--- src/rtl/risc_sequencer_if.sv ---
`default_nettype none
// +----------------------------------------------------------------------------+
// | Module      : risc_sequencer_if                                            |
// | Description : Control bus between the VERI_RISC sequencer and the datapath |
// |               (IR/accumulator inputs, datapath strobes, trace outputs).    |
// |               Macro SINGLE_STEP_EN adds the i_step_mode / i_step pair.     |
// | Revision    : 1.0 - initial release                                        |
// +----------------------------------------------------------------------------+
interface risc_sequencer_if #(
    parameter int CNT_W = 16
);
    // Datapath -> sequencer
    logic [2:0]       i_opcode;
    logic             i_zero;
    logic             i_mem_ready;
`ifdef SINGLE_STEP_EN
    logic             i_step_mode;
    logic             i_step;
`endif

    // Sequencer -> datapath
    logic             o_sel;
    logic             o_rd;
    logic             o_ld_ir;
    logic             o_inc_pc;
    logic             o_ld_pc;
    logic             o_data_e;
    logic             o_ld_ac;
    logic             o_wr;
    logic             o_halt;
    logic [2:0]       o_phase;
    logic [CNT_W-1:0] o_instr_cnt;

`ifdef SINGLE_STEP_EN
    modport master (
        input  i_opcode, i_zero, i_mem_ready, i_step_mode, i_step,
        output o_sel, o_rd, o_ld_ir, o_inc_pc, o_ld_pc, o_data_e,
               o_ld_ac, o_wr, o_halt, o_phase, o_instr_cnt
    );
    modport slave (
        output i_opcode, i_zero, i_mem_ready, i_step_mode, i_step,
        input  o_sel, o_rd, o_ld_ir, o_inc_pc, o_ld_pc, o_data_e,
               o_ld_ac, o_wr, o_halt, o_phase, o_instr_cnt
    );
`else
    modport master (
        input  i_opcode, i_zero, i_mem_ready,
        output o_sel, o_rd, o_ld_ir, o_inc_pc, o_ld_pc, o_data_e,
               o_ld_ac, o_wr, o_halt, o_phase, o_instr_cnt
    );
    modport slave (
        output i_opcode, i_zero, i_mem_ready,
        input  o_sel, o_rd, o_ld_ir, o_inc_pc, o_ld_pc, o_data_e,
               o_ld_ac, o_wr, o_halt, o_phase, o_instr_cnt
    );
`endif

endinterface : risc_sequencer_if
`default_nettype wire

--- src/rtl/risc_sequencer.sv ---
`default_nettype none
// +----------------------------------------------------------------------------+
// | Module      : risc_sequencer                                               |
// | Description : 8-phase instruction-cycle controller for the VERI_RISC core; |
// |               decodes opcode/zero into datapath strobes, owns halt and the |
// |               saturating retired-instruction counter.                      |
// |               Macro SINGLE_STEP_EN enables single-step pausing in phase 0. |
// | Revision    : 1.0 - initial release                                        |
// +----------------------------------------------------------------------------+
module risc_sequencer #(
    parameter int CNT_W     = 16,
    parameter bit MEM_STALL = 1'b1
) (
    input  wire logic          clk,
    input  wire logic          rst_n,
    risc_sequencer_if.master   bus
);

    typedef enum logic [2:0] {
        PH_INST_ADDR  = 3'd0,
        PH_INST_FETCH = 3'd1,
        PH_INST_LOAD  = 3'd2,
        PH_IDLE       = 3'd3,
        PH_OP_ADDR    = 3'd4,
        PH_OP_FETCH   = 3'd5,
        PH_ALU_OP     = 3'd6,
        PH_STORE      = 3'd7
    } phase_t;

    localparam logic [2:0] c_OP_HLT = 3'd0;
    localparam logic [2:0] c_OP_SKZ = 3'd1;
    localparam logic [2:0] c_OP_ADD = 3'd2;
    localparam logic [2:0] c_OP_AND = 3'd3;
    localparam logic [2:0] c_OP_XOR = 3'd4;
    localparam logic [2:0] c_OP_LDA = 3'd5;
    localparam logic [2:0] c_OP_STO = 3'd6;
    localparam logic [2:0] c_OP_JMP = 3'd7;

    phase_t           r_phase;
    phase_t           w_phase_nxt;
    logic             r_halted;
    logic             w_halted_nxt;
    logic [CNT_W-1:0] r_instr_cnt;
    logic [CNT_W-1:0] w_instr_cnt_nxt;

    logic w_is_hlt;
    logic w_is_skz;
    logic w_is_sto;
    logic w_is_jmp;
    logic w_aluop;
    logic w_mem_go;
    logic w_step_go;

    logic w_sel;
    logic w_rd;
    logic w_ld_ir;
    logic w_inc_pc;
    logic w_ld_pc;
    logic w_data_e;
    logic w_ld_ac;
    logic w_wr;
    logic w_halt;

    assign w_is_hlt = (bus.i_opcode == c_OP_HLT);
    assign w_is_skz = (bus.i_opcode == c_OP_SKZ);
    assign w_is_sto = (bus.i_opcode == c_OP_STO);
    assign w_is_jmp = (bus.i_opcode == c_OP_JMP);
    assign w_aluop  = (bus.i_opcode == c_OP_ADD) || (bus.i_opcode == c_OP_AND) ||
                      (bus.i_opcode == c_OP_XOR) || (bus.i_opcode == c_OP_LDA);

    // With stalling disabled the memory is assumed to answer within a fixed cycle.
    assign w_mem_go = !MEM_STALL || bus.i_mem_ready;

`ifdef SINGLE_STEP_EN
    assign w_step_go = !bus.i_step_mode || bus.i_step;
`else
    assign w_step_go = 1'b1;
`endif

    always_ff @(posedge clk or negedge rst_n) begin
        if (!rst_n) begin
            r_phase     <= PH_INST_ADDR;
            r_halted    <= 1'b0;
            r_instr_cnt <= '0;
        end else begin
            r_phase     <= w_phase_nxt;
            r_halted    <= w_halted_nxt;
            r_instr_cnt <= w_instr_cnt_nxt;
        end
    end

    always_comb begin
        w_phase_nxt     = r_phase;
        w_halted_nxt    = r_halted;
        w_instr_cnt_nxt = r_instr_cnt;
        w_sel           = 1'b0;
        w_rd            = 1'b0;
        w_ld_ir         = 1'b0;
        w_inc_pc        = 1'b0;
        w_ld_pc         = 1'b0;
        w_data_e        = 1'b0;
        w_ld_ac         = 1'b0;
        w_wr            = 1'b0;
        w_halt          = 1'b0;

        if (r_halted) begin
            w_halt = 1'b1;
        end else begin
            case (r_phase)
                PH_INST_ADDR: begin
                    w_sel = 1'b1;
                    if (w_step_go) begin
                        w_phase_nxt = PH_INST_FETCH;
                    end
                end
                PH_INST_FETCH: begin
                    w_sel = 1'b1;
                    w_rd  = 1'b1;
                    if (w_mem_go) begin
                        w_phase_nxt = PH_INST_LOAD;
                    end
                end
                PH_INST_LOAD: begin
                    w_sel       = 1'b1;
                    w_rd        = 1'b1;
                    w_ld_ir     = 1'b1;
                    w_phase_nxt = PH_IDLE;
                end
                PH_IDLE: begin
                    w_sel       = 1'b1;
                    w_rd        = 1'b1;
                    w_ld_ir     = 1'b1;
                    w_phase_nxt = PH_OP_ADDR;
                end
                PH_OP_ADDR: begin
                    w_inc_pc = 1'b1;
                    // HLT freezes the phase here; it never reaches the retire edge.
                    if (w_is_hlt) begin
                        w_halt       = 1'b1;
                        w_halted_nxt = 1'b1;
                    end else begin
                        w_phase_nxt = PH_OP_FETCH;
                    end
                end
                PH_OP_FETCH: begin
                    w_rd = w_aluop;
                    if (!w_aluop || w_mem_go) begin
                        w_phase_nxt = PH_ALU_OP;
                    end
                end
                PH_ALU_OP: begin
                    w_rd        = w_aluop;
                    w_inc_pc    = w_is_skz && bus.i_zero;
                    w_ld_pc     = w_is_jmp;
                    w_data_e    = w_is_sto;
                    w_phase_nxt = PH_STORE;
                end
                PH_STORE: begin
                    w_rd        = w_aluop;
                    w_ld_ac     = w_aluop;
                    w_ld_pc     = w_is_jmp;
                    w_wr        = w_is_sto;
                    w_data_e    = w_is_sto;
                    w_phase_nxt = PH_INST_ADDR;
                    if (!(&r_instr_cnt)) begin
                        w_instr_cnt_nxt = r_instr_cnt + 1'b1;
                    end
                end
                default: begin
                    w_phase_nxt = PH_INST_ADDR;
                end
            endcase
        end
    end

    assign bus.o_sel       = w_sel;
    assign bus.o_rd        = w_rd;
    assign bus.o_ld_ir     = w_ld_ir;
    assign bus.o_inc_pc    = w_inc_pc;
    assign bus.o_ld_pc     = w_ld_pc;
    assign bus.o_data_e    = w_data_e;
    assign bus.o_ld_ac     = w_ld_ac;
    assign bus.o_wr        = w_wr;
    assign bus.o_halt      = w_halt;
    assign bus.o_phase     = r_phase;
    assign bus.o_instr_cnt = r_instr_cnt;

endmodule : risc_sequencer
`default_nettype wire
--- src/flat_wrapper.sv ---
// flat-port wrapper written by rule: the top's interface ports become plain ports
module risc_sequencer_flat 
#(
    parameter int CNT_W     = 16,
    parameter bit MEM_STALL = 1'b1
)
  (clk, rst_n, bus_i_opcode, bus_i_zero, bus_i_mem_ready, bus_o_sel, bus_o_rd, bus_o_ld_ir, bus_o_inc_pc, bus_o_ld_pc, bus_o_data_e, bus_o_ld_ac, bus_o_wr, bus_o_halt, bus_o_phase, bus_o_instr_cnt);
  risc_sequencer_if #(.CNT_W(CNT_W)) bus_i ();
  input  wire logic clk;
  input  wire logic rst_n;
  input wire logic [$bits(bus_i.i_opcode)-1:0] bus_i_opcode;
  input wire logic [$bits(bus_i.i_zero)-1:0] bus_i_zero;
  input wire logic [$bits(bus_i.i_mem_ready)-1:0] bus_i_mem_ready;
  output wire logic [$bits(bus_i.o_sel)-1:0] bus_o_sel;
  output wire logic [$bits(bus_i.o_rd)-1:0] bus_o_rd;
  output wire logic [$bits(bus_i.o_ld_ir)-1:0] bus_o_ld_ir;
  output wire logic [$bits(bus_i.o_inc_pc)-1:0] bus_o_inc_pc;
  output wire logic [$bits(bus_i.o_ld_pc)-1:0] bus_o_ld_pc;
  output wire logic [$bits(bus_i.o_data_e)-1:0] bus_o_data_e;
  output wire logic [$bits(bus_i.o_ld_ac)-1:0] bus_o_ld_ac;
  output wire logic [$bits(bus_i.o_wr)-1:0] bus_o_wr;
  output wire logic [$bits(bus_i.o_halt)-1:0] bus_o_halt;
  output wire logic [$bits(bus_i.o_phase)-1:0] bus_o_phase;
  output wire logic [$bits(bus_i.o_instr_cnt)-1:0] bus_o_instr_cnt;
  assign bus_i.i_opcode = bus_i_opcode;
  assign bus_i.i_zero = bus_i_zero;
  assign bus_i.i_mem_ready = bus_i_mem_ready;
  assign bus_o_sel = bus_i.o_sel;
  assign bus_o_rd = bus_i.o_rd;
  assign bus_o_ld_ir = bus_i.o_ld_ir;
  assign bus_o_inc_pc = bus_i.o_inc_pc;
  assign bus_o_ld_pc = bus_i.o_ld_pc;
  assign bus_o_data_e = bus_i.o_data_e;
  assign bus_o_ld_ac = bus_i.o_ld_ac;
  assign bus_o_wr = bus_i.o_wr;
  assign bus_o_halt = bus_i.o_halt;
  assign bus_o_phase = bus_i.o_phase;
  assign bus_o_instr_cnt = bus_i.o_instr_cnt;
  risc_sequencer #(.CNT_W(CNT_W), .MEM_STALL(MEM_STALL)) u_core (.clk(clk), .rst_n(rst_n), .bus(bus_i));
endmodule
--- config.mk ---
export PLATFORM = sky130hd
export DESIGN_NAME = risc_sequencer_flat
export DESIGN_NICKNAME = d
export VERILOG_FILES = /design/src/rtl/risc_sequencer_if.sv /design/src/rtl/risc_sequencer.sv /design/src/flat_wrapper.sv
export SDC_FILE = /design/constraint.sdc
export NUM_CORES = 1
export LEC_CHECK = 0
export CAP_MARGIN = 20
export CORE_ASPECT_RATIO = 0.6
export CORE_UTILIZATION = 43
export DETAILED_ROUTE_END_ITERATION = 10
export PLACE_DENSITY = 0.74
export SYNTH_ARGS = -nofsm -noshare
export SYNTH_HDL_FRONTEND = slang
export SYNTH_SLANG_ARGS = --single-unit
--- constraint.sdc ---
create_clock -name clk -period 1.88 [get_ports clk]
set_input_delay 0.188 -clock clk [delete_from_list [all_inputs] [get_ports clk]]
set_output_delay 0.188 -clock clk [all_outputs]
set_load 0.01 [all_outputs]
==> run_results.csv <==
group,metric,value,unit
outcome,status,"completed",
power_and_ir_drop,seqPwrFrac,56.9,%
power_and_ir_drop,power_frac_comb,5.3,%
logic_synthesis,ys.flop_type,"dfrtp_1",
finish,diodes,0,
cts,clockRootBuffer,"clkbuf_8",
logic_synthesis,synth_edf_count,0,
drt,ant_nets,0,
drt,drt-total-wl,3150,um
floorplanning,dieArea,2940,um^2
power_and_ir_drop,p_int,0.593,mW
cts,cts_buffer_depth,2,
cts,clock_sinks,20,
setup_path,critical_path_class,"reg2out",
logic_synthesis,synth_common_cells,"dfrtp_1 (20), xor2_1 (14), nor3_1 (10)",
power_and_ir_drop,power.net_switching,0.162,mW
power_and_ir_drop,p_total,0.755,mW
logic_synthesis,synth_top_area_share,42.8,%
power_and_ir_drop,powerDensity,415,nW/um^2
global_route,first_global_vias,1020,
finish,syn_to_final_growth,55.7,%
timing,fin_skew,0.00477,ns
power_and_ir_drop,netSwitchingFraction,21.5,%
cts,cts_tree,"yes",
placed_design,placedInstanceArea,1680,um^2
placed_design,dp_slack,-0.132,ns
finish,drive_gt1_share,29.0,%
floorplanning,start_util,46.0,%
timing,hold_violations,0,
timing,slew_violations,0,
setup_path,worst-endpoint-arrival,1.63,ns
logic_synthesis,synth_area,1170,um^2
power_and_ir_drop,ir_drop,303,uV
logic_synthesis,yosysMostFrequentCell,"dfrtp_1",
logic_synthesis,synth_area_leaders,"dfrtp_1 (43%), xor2_1 (10%), ha_1 (6.4%)",
logic_synthesis,synth.largest_area_cell,"dfrtp_1",
setup_path,crit_fanout,4,
logic_synthesis,yosysUniqueCellTypes,35,
logic_synthesis,avgSynthCellArea,10.4,um^2
drt,drt_first_iter_violations,64,
drt,route.detailed.drc,0,
power_and_ir_drop,clkPwrFrac,37.8,%
finish,num-nets-final,184,
timing,slew_headroom,68.0,%
global_route,antenna_found_initial,0,
power_and_ir_drop,p_leak,0.892,nW
drt,dr.pass1.iters,4,
floorplanning,die_h,42.4,um
logic_synthesis,async_flop_share,100,%
floorplanning,fp.dieW,69.3,um
finish,multi_input_area,729,um^2
placed_design,portBuffers,34,
timing,fin_crit_sh,96.8,%
drt,routedWlPerCell,15.7,um
setup_path,r2r-start,"u_core.bus.o_phase[1]",
timing,layout_min_cycle_time,1.82,ns
global_route,grt_pass1_wl,4970,um
drt,vias_per_cell,5.48,
cts,insertion_delay,0.26,ns
timing,setup_viol,0,
floorplanning,pin_count,35,
setup_path,cp-end-kind,"output port",
hold_path,hp-class,"in2async",
global_route,grt_util_all_layers,22.2,%
logic_synthesis,syn_inst,112,
timing,setup_ws,0.0599,ns
logic_synthesis,seq_area_frac_synth,42.8,%
logic_synthesis,yosysWarnings,0,
setup_path,startpoint,"u_core.bus.o_phase[1]",
floorplanning,coreArea,2540,um^2
cts,clk_pin_slew_worst_paths,0.07,ns
setup_path,critPathLaunchType,"flop",
placed_design,hpwl,2290,um
global_route,gr-total-overflow,0,
finish,fill_cells,185,
logic_synthesis,synth_seq_cells,20,
global_route,grt_start_max_net_pins,21,
timing,max_freq,549,MHz
flow_run,drv_cap,0,
cts,cts_buffers,3,
setup_path,critPathRequiredTime,1.69,ns
cts,hold_buffers,0,
logic_synthesis,synth_fp_nets,125,
timing,worstMarginPinSlew,0.476,ns
finish,design_area,1820,um^2
floorplanning,rows,14,
finish,regArea,500,um^2
placed_design,routabilityCongestion,0.860,
drt,num_vias,1102,
cts,h-tree-depth,1,
==> final timing paths <==
check / end / slack, ns / cells past startpoint
worst max-delay path: bus_o_ld_ir / 0.06 / 6
worst min-delay path: u_core.bus.o_instr_cnt[13] / 0.26 / 2
worst max register to register: u_core.bus.o_instr_cnt[12] / 0.07 / 6
worst min register to register: u_core.bus.o_instr_cnt[12] / 0.52 / 1
max in group asynchronous: u_core.bus.o_phase[2] / 1.41 / 2
min in group clk: u_core.bus.o_instr_cnt[12] / 0.52 / 1
==> cell type report <==
class                   count  share of cell area (%)
clock buffers               3                    2.27
inverters                   4                   0.825
multi-input cells          85                    40.1
flip-flops and latches     20                    27.5
well taps                  32                    2.20
repair buffers             57                    27.1
==> layer usage <==
layer  track usage (%)  vias to the layer above  part of all wire [%]
met4              8.16                        0                   1.1
met2              32.6                       16                    47
li1                  -                      529                     -
met1              32.1                      553                    49
met3              5.29                        4                   2.2
met5                 0                        -                     0
==> cell usage in the layout (no fill, tap or decap), types with 3 or more instances in the layout <==
master	netlist	layout
dlygate4sd2_1	0	4
dfrtp_1	20	20
nor2_1	5	4
nor3_1	10	10
xor2_1	14	14
buf_4	1	23
nor4_1	8	4
ha_1	6	3
clkbuf_8	0	3
nand3_1	4	4
nand2_1	9	9
nor4_2	0	3
nand4_1	3	3
clkdlybuf4s50_1	0	25
==> through the flow <==
step | cells | hold WS [ns] | utilization, % | TNS [ns]
6_report | 201 | 0.264 | 71.6 | 0
5_1_grt | 201 | 0.300 | 71.6 | -0.0350
4_1_cts | 200 | 0.278 | 69.0 | -0.00304
3_5_place_dp | 194 | 0.516 | 66.3 | -0.449
3_3_place_gp | 194 | 0.486 | 66.3 | -0.175
2_1_floorplan | 112 | -0.108 | - | 0
==> registers in the layout, summed over array words and instances, names as in the netlist <==
register	cells
u_core.r_halted	1
u_core.bus.o_phase	3
u_core.bus.o_instr_cnt	16
==> logic make-up (layout without fill, tap and decap cells) <==
logic type,count (synthesis),in the layout,share of synthesized area (%)
DFF,20,20,42.8
AOI/OAI and AO/OA,7,7,4.39
adders and majority gates,6,6,6.42
muxes,3,3,3.10
buffers and inverters,7,64,2.68
xor gates and xnor gates,15,15,11.2
and+or+nand+nor,54,54,29.3
==> power groups by stage <==
stage	clock, mW	sequential, mW	combinational [mW]
global route	0.305	0.430	0.0442
floorplan	0	0.438	0.00485
global placement	0	0.438	0.0373
detailed placement	0	0.438	0.0388
CTS	0.290	0.430	0.0391
finish	0.285	0.430	0.0400
==> worst max-delay path, stage by stage, from the launching register on <==
cell and delay (ns):
dfrtp_1 0.42, buf_4 0.15, ha_2 0.19, buf_4 0.14, nor2_4 0.12, nor3_1 0.05
dlygate4sd2_1 0.30
==> timing repair <==
item | 4_1_cts | 5_1_grt
pin swaps | 1 | 2
endpoints found under the setup margin | 12 | 17
gates cloned | 0 | 0
gates resized for setup | 22 | 18
setup buffers | 3 | 1
Note: power is estimated with default switching activity, not from simulation.
